<file path="src/rtl/id_operand_stage.sv">
// ---------------------------------------------------------------------------
// id_operand_stage
//   Decode/operand stage of the in-order pipeline. It holds the IF->ID
//   pipeline register and the valid/allowin handshake on both sides. It also
//   resolves every source operand from the forwarding network, checking the
//   youngest producer first and falling back to the regfile. The stage stalls
//   only when the youngest matching producer has not produced its result yet.
//
// Handshake: a transfer happens on a rising edge where valid && allowin.
//   The sender holds its payload until then. The receiver may compute allowin
//   combinationally from its own state and its downstream allowin.
//
// Ports
//   clk, resetn   clock; asynchronous active-low reset
//   in_valid      upstream offers an instruction
//   in_allowin    stage can take an instruction this cycle
//   in_payload    upstream {inst, pc}, captured on the handshake
//   flush         branch cancel: drop the held instruction and any incoming one
//   id_payload    held payload, sent to the external decoder
//   id_raddr      decoded source addresses, src s at [s*RADDR_W +: RADDR_W]
//   id_ruse       source s is actually read
//   rf_rdata      regfile read data for id_raddr
//   fwd_valid/we/waddr/ready/wdata
//                 forwarding sources; index 0 = youngest (EXE)
//   id_operand    resolved operands
//   id_ready_go   no source is stalled (1 when the stage is empty)
//   out_valid     instruction ready to move to EXE
//   out_allowin   EXE accepts
//   stall_cnt     saturating count of RAW-stall cycles
// ---------------------------------------------------------------------------
module id_operand_stage #(
    parameter int DATA_W    = 32,
    parameter int RADDR_W   = 5,
    parameter int NSRC      = 2,
    parameter int NFWD      = 3,
    parameter int PAYLOAD_W = 64,
    parameter int CNT_W     = 32
) (
    input  logic                     clk,
    input  logic                     resetn,
    input  logic                     in_valid,
    output logic                     in_allowin,
    input  logic [PAYLOAD_W-1:0]     in_payload,
    input  logic                     flush,
    output logic [PAYLOAD_W-1:0]     id_payload,
    input  logic [NSRC*RADDR_W-1:0]  id_raddr,
    input  logic [NSRC-1:0]          id_ruse,
    input  logic [NSRC*DATA_W-1:0]   rf_rdata,
    input  logic [NFWD-1:0]          fwd_valid,
    input  logic [NFWD-1:0]          fwd_we,
    input  logic [NFWD*RADDR_W-1:0]  fwd_waddr,
    input  logic [NFWD-1:0]          fwd_ready,
    input  logic [NFWD*DATA_W-1:0]   fwd_wdata,
    output logic [NSRC*DATA_W-1:0]   id_operand,
    output logic                     id_ready_go,
    output logic                     out_valid,
    input  logic                     out_allowin,
    output logic [CNT_W-1:0]         stall_cnt
);

    logic                     r_id_valid;
    logic [PAYLOAD_W-1:0]     r_id_payload;
    logic [CNT_W-1:0]         r_stall_cnt;

    logic [NSRC*DATA_W-1:0]   w_operand;
    logic [NSRC-1:0]          w_src_stall;
    logic [RADDR_W-1:0]       w_raddr;
    logic                     w_hit;
    logic                     w_hit_ready;
    logic [DATA_W-1:0]        w_hit_data;
    logic                     w_ready_go;
    logic                     w_allowin;
    logic                     w_stall_event;

    // Operand resolution. The forwarding sources are scanned from oldest to
    // youngest, so the youngest match overwrites older ones. An older ready
    // match must never cover a younger pending producer, because its data
    // is stale.
    always_comb begin
        w_operand   = '0;
        w_src_stall = '0;
        w_raddr     = '0;
        w_hit       = 1'b0;
        w_hit_ready = 1'b0;
        w_hit_data  = '0;
        for (int s = 0; s < NSRC; s++) begin
            w_raddr     = id_raddr[s*RADDR_W +: RADDR_W];
            w_hit       = 1'b0;
            w_hit_ready = 1'b0;
            w_hit_data  = '0;
            for (int f = NFWD - 1; f >= 0; f--) begin
                if (fwd_valid[f] && fwd_we[f] &&
                    (fwd_waddr[f*RADDR_W +: RADDR_W] == w_raddr)) begin
                    w_hit       = 1'b1;
                    w_hit_ready = fwd_ready[f];
                    w_hit_data  = fwd_wdata[f*DATA_W +: DATA_W];
                end
            end
            if (w_raddr == '0) begin
                // r0 is hard-wired zero, even if a producer claims to write it
                w_operand[s*DATA_W +: DATA_W] = '0;
            end else if (!id_ruse[s] || !w_hit) begin
                w_operand[s*DATA_W +: DATA_W] = rf_rdata[s*DATA_W +: DATA_W];
            end else begin
                w_operand[s*DATA_W +: DATA_W] = w_hit_data;
                w_src_stall[s]                = !w_hit_ready;
            end
        end
    end

    assign w_ready_go    = !r_id_valid || (w_src_stall == '0);
    assign w_allowin     = !r_id_valid || (w_ready_go && out_allowin);
    // Only RAW stalls count; back-pressure from EXE does not.
    assign w_stall_event = r_id_valid && !w_ready_go && !flush;

    always_ff @(posedge clk or negedge resetn) begin
        if (!resetn) begin
            r_id_valid   <= 1'b0;
            r_id_payload <= '0;
            r_stall_cnt  <= '0;
        end else begin
            if (in_valid && w_allowin) begin
                r_id_payload <= in_payload;
            end
            if (flush) begin
                r_id_valid <= 1'b0;
            end else if (w_allowin) begin
                r_id_valid <= in_valid;
            end
            if (w_stall_event && (r_stall_cnt != '1)) begin
                r_stall_cnt <= r_stall_cnt + {{(CNT_W-1){1'b0}}, 1'b1};
            end
        end
    end

    assign in_allowin  = w_allowin;
    assign id_payload  = r_id_payload;
    assign id_operand  = w_operand;
    assign id_ready_go = w_ready_go;
    assign out_valid   = r_id_valid && w_ready_go;
    assign stall_cnt   = r_stall_cnt;

endmodule

</file>
<file path="config.mk">
export PLATFORM = sky130hd
export DESIGN_NAME = id_operand_stage
export DESIGN_NICKNAME = d
export VERILOG_FILES = /design/src/rtl/id_operand_stage.sv
export SDC_FILE = /design/constraint.sdc
export NUM_CORES = 1
export LEC_CHECK = 0
export CELL_PAD_IN_SITES_DETAIL_PLACEMENT = 0
export CELL_PAD_IN_SITES_GLOBAL_PLACEMENT = 1
export CORE_AREA = 2 2 166 168
export DETAILED_ROUTE_END_ITERATION = 8
export DIE_AREA = 0 0 168 170
export PLACE_DENSITY = 0.84
export SLEW_MARGIN = 40
export SYNTH_ARGS = -nofsm -noshare
export SYNTH_HDL_FRONTEND = slang
export SYNTH_SLANG_ARGS = --single-unit
</file>
<file path="constraint.sdc">
create_clock -name clk -period 7.3 [get_ports clk]
set_input_delay 1.095 -clock clk [delete_from_list [all_inputs] [get_ports clk]]
set_output_delay 1.095 -clock clk [all_outputs]
set_load 0.05 [all_outputs]
</file>
==> flow_summary.ini <==
[synth]
synth_warnings = 0
syn_inst = 731
yosysSeqAreaShare_pct = 36.7
synth_edf_count = 0
ys.flop_type = dfrtp_1
syn-num-nets = 997
synth_top_area_share_pct = 36.7
synth_area_per_cell_sq_um = 9.04
synth_cell_types = 34
synth_area_sq_um = 6610
yosysTopAreaCell = dfrtp_1
async_reset_ff_share_pct = 100
synth-seq-cells = 97
synth_area_leaders = dfrtp_1 (37%), mux2_1 (10%), mux2i_1 (10%)

[cts]
cts.clk_slew.worst_paths_ps = 70
clock_latency_ps = 340
cts_setup_buffers = 0
postCtsHoldBufs = 0
cts-resized-gates = 0
cts_buffers = 9
htree_levels = 3
ctsRootBufferMaster = clkbuf_16
cts_tree = built
clockBufferDepth = 2
cts_sinks = 97

[global_route]
grt_max_degree = 67
grt_util_all_layers_pct = 18.7
grt_pass1_wl_microns = 42000
grt_pass1_vias = 7242
antenna_found_initial = 4
grt-ovfl-total = 0

[drt]
via_per_inst = 4.81
vias = 7091
drt_iter0_markers = 417
totalWireLength_microns = 27900
firstDrtPassIters = 5
ant_nets = 0
wl_per_cell_microns = 18.9
drc = 0

[floorplanning]
rows = 60
io_pins = 428
core_area_sq_um = 26700
die_h_microns = 170
die_x_microns = 168
die_area_sq_um = 28600
start_util_pct = 24.8

[cells_and_area]
nets = 1393
final_core_util_pct = 43.1
stdcell_area_sq_um = 11500
layout_commonest_cell = clkdlybuf4s50_1
layout_common_cells = clkdlybuf4s50_1 (424), nor2_1 (144), dfrtp_1 (97)
nFillCells = 2624
syn_to_final_growth_pct = 73.9
drive_above_1_share_pct = 3.80
stdcell_count = 1475

[status]
status = complete, no violations

[sta]
setup_viol = 0
maxSlewViolCount = 0
hold_ws_ps = 486
post-route-period-util_pct = 79.8
tightest_slew_ps = 773
relSlewSlack_pct = 48.3
rsz0062_at_grt = false
hold_viol_final = 0
post-route-min-period_ps = 5830
finalSetupTns_ps = 0
finClkSkew_ps = 6.97
clock.fmax_mhz = 172

[placement]
placed_area_sq_um = 11200
dp_cells = 1457
gp_congestion = 0.899
io_buffers = 427
hpwlAfterDp_microns = 22200

[power]
vdd_ir_drop_max_uv = 223
p_leak_uw = 0.00492
internal_power_uw = 1160
sw_frac_of_total_pct = 36.1
powerDensity_nw_per_um2 = 159
pwr-share-clk_pct = 26.8
p_switching_uw = 657
seq_power_share_pct = 33.5
combPwrFrac_pct = 39.7

[worst_setup_path]
arrival_ps = 4730
path_max_fanout = 54
critPathMaxStageDelay_ps = 840
cp_slowest_cell = clkdlybuf4s50_1
worstSetupEndpointType = output port
critPathLaunchType = input port
critPathKind = in -> out
cp.required_ps = 6200
path_cells = clkdlybuf4s50_1 > xor2_1 > nor4_1 > nand4_1 > buf_4 > a31o_2 > buf_4 > a211oi_1 > a21oi_1 > nor2_1 > clkdlybuf4s50_1

[min_path]
hp-class = reg -> reg

[job]
drv_cap = 0
cells in the mapped netlist (3+ instances only):
| cell | n |
|---|---|
| a21oi_1 | 66 |
| and3_1 | 6 |
| xor2_1 | 25 |
| and4_1 | 3 |
| nand4_1 | 23 |
| mux2i_1 | 66 |
| mux2_2 | 5 |
| nand2_1 | 14 |
| nor2_1 | 146 |
| nor3_1 | 15 |
| and2_1 | 3 |
| a211oi_1 | 64 |
| buf_6 | 7 |
| nor4_1 | 6 |
| inv_1 | 8 |
| nand3_1 | 18 |
| xnor2_1 | 36 |
| mux2_1 | 60 |
| clkbuf_1 | 46 |
| dfrtp_1 | 97 |
final timing paths:
check	start	endpoint	slack [ps]	cells after the start
max	id_raddr[3]	id_operand[5]	1470	11
max in group asynchronous	resetn	id_payload[19]	5440	2
max reg2reg	stall_cnt[10]	stall_cnt[1]	3980	8
min reg2reg	stall_cnt[14]	stall_cnt[14]	490	1
min	stall_cnt[14]	stall_cnt[14]	490	1
min in group asynchronous	resetn	id_payload[42]	770	1
state kept, by name, summed over array words and instances, names as in the netlist:
register and flops:
stall_cnt 32, r_id_valid 1, id_payload 64
stage by stage:
step	total power [uW]	setup slack, ps
floorplan	994	2850
global placement	1340	1530
detailed placement	1340	1460
CTS	1840	1470
global route	1890	1320
finish	1820	1470
worst max-delay path: cells and delay by family:
| kind | cells | cell delay, ps |
|---|---|---|
| xor+xnor | 1 | 200 |
| compound gates | 3 | 760 |
| buf+inv | 4 | 1990 |
| simple gates | 3 | 650 |
cell families (layout without fill, tap and decap cells):
logic type	Yosys count	after routing	share of synthesized area, %
buffers and inverters	62	463	4.34
XOR/XNOR	61	61	8.09
flip-flops	97	97	36.7
adder cells (fa/ha/maj)	1	1	0.189
AND/OR/NAND/NOR	242	242	16.4
multiplexers	131	131	21.1
AO/OA/AOI/OAI	137	137	13.1
other	0	2	0
power groups by stage:
stage | clock (uW) | combinational [uW] | sequential, uW
3_3_place_gp | 0 | 722 | 617
3_5_place_dp | 0 | 724 | 620
5_1_grt | 521 | 757 | 617
4_1_cts | 504 | 728 | 610
6_report | 488 | 723 | 610
2_1_floorplan | 0 | 207 | 786
layer usage:
layer	part of all wire [%]	wire, microns	GRT usage (%)
met5	0.025	7	0
met4	2.2	618	4.91
met1	40	11200	22.3
met2	48	13400	32.3
met3	9.7	2710	6.40
final cells by class:
class | count | area (sq um) | area share [%]
clock buffer | 10 | 229 | 1.99
timing repair buffer | 439 | 4380 | 38.1
sequential | 97 | 2430 | 21.1
multi-input combinational | 572 | 3910 | 34.1
inverter | 8 | 30.0 | 0.261
tap | 341 | 427 | 3.72
clock inverter | 6 | 75.1 | 0.654
antenna | 2 | 5.00 | 0.0436
Power figures use the tool's default switching activity.
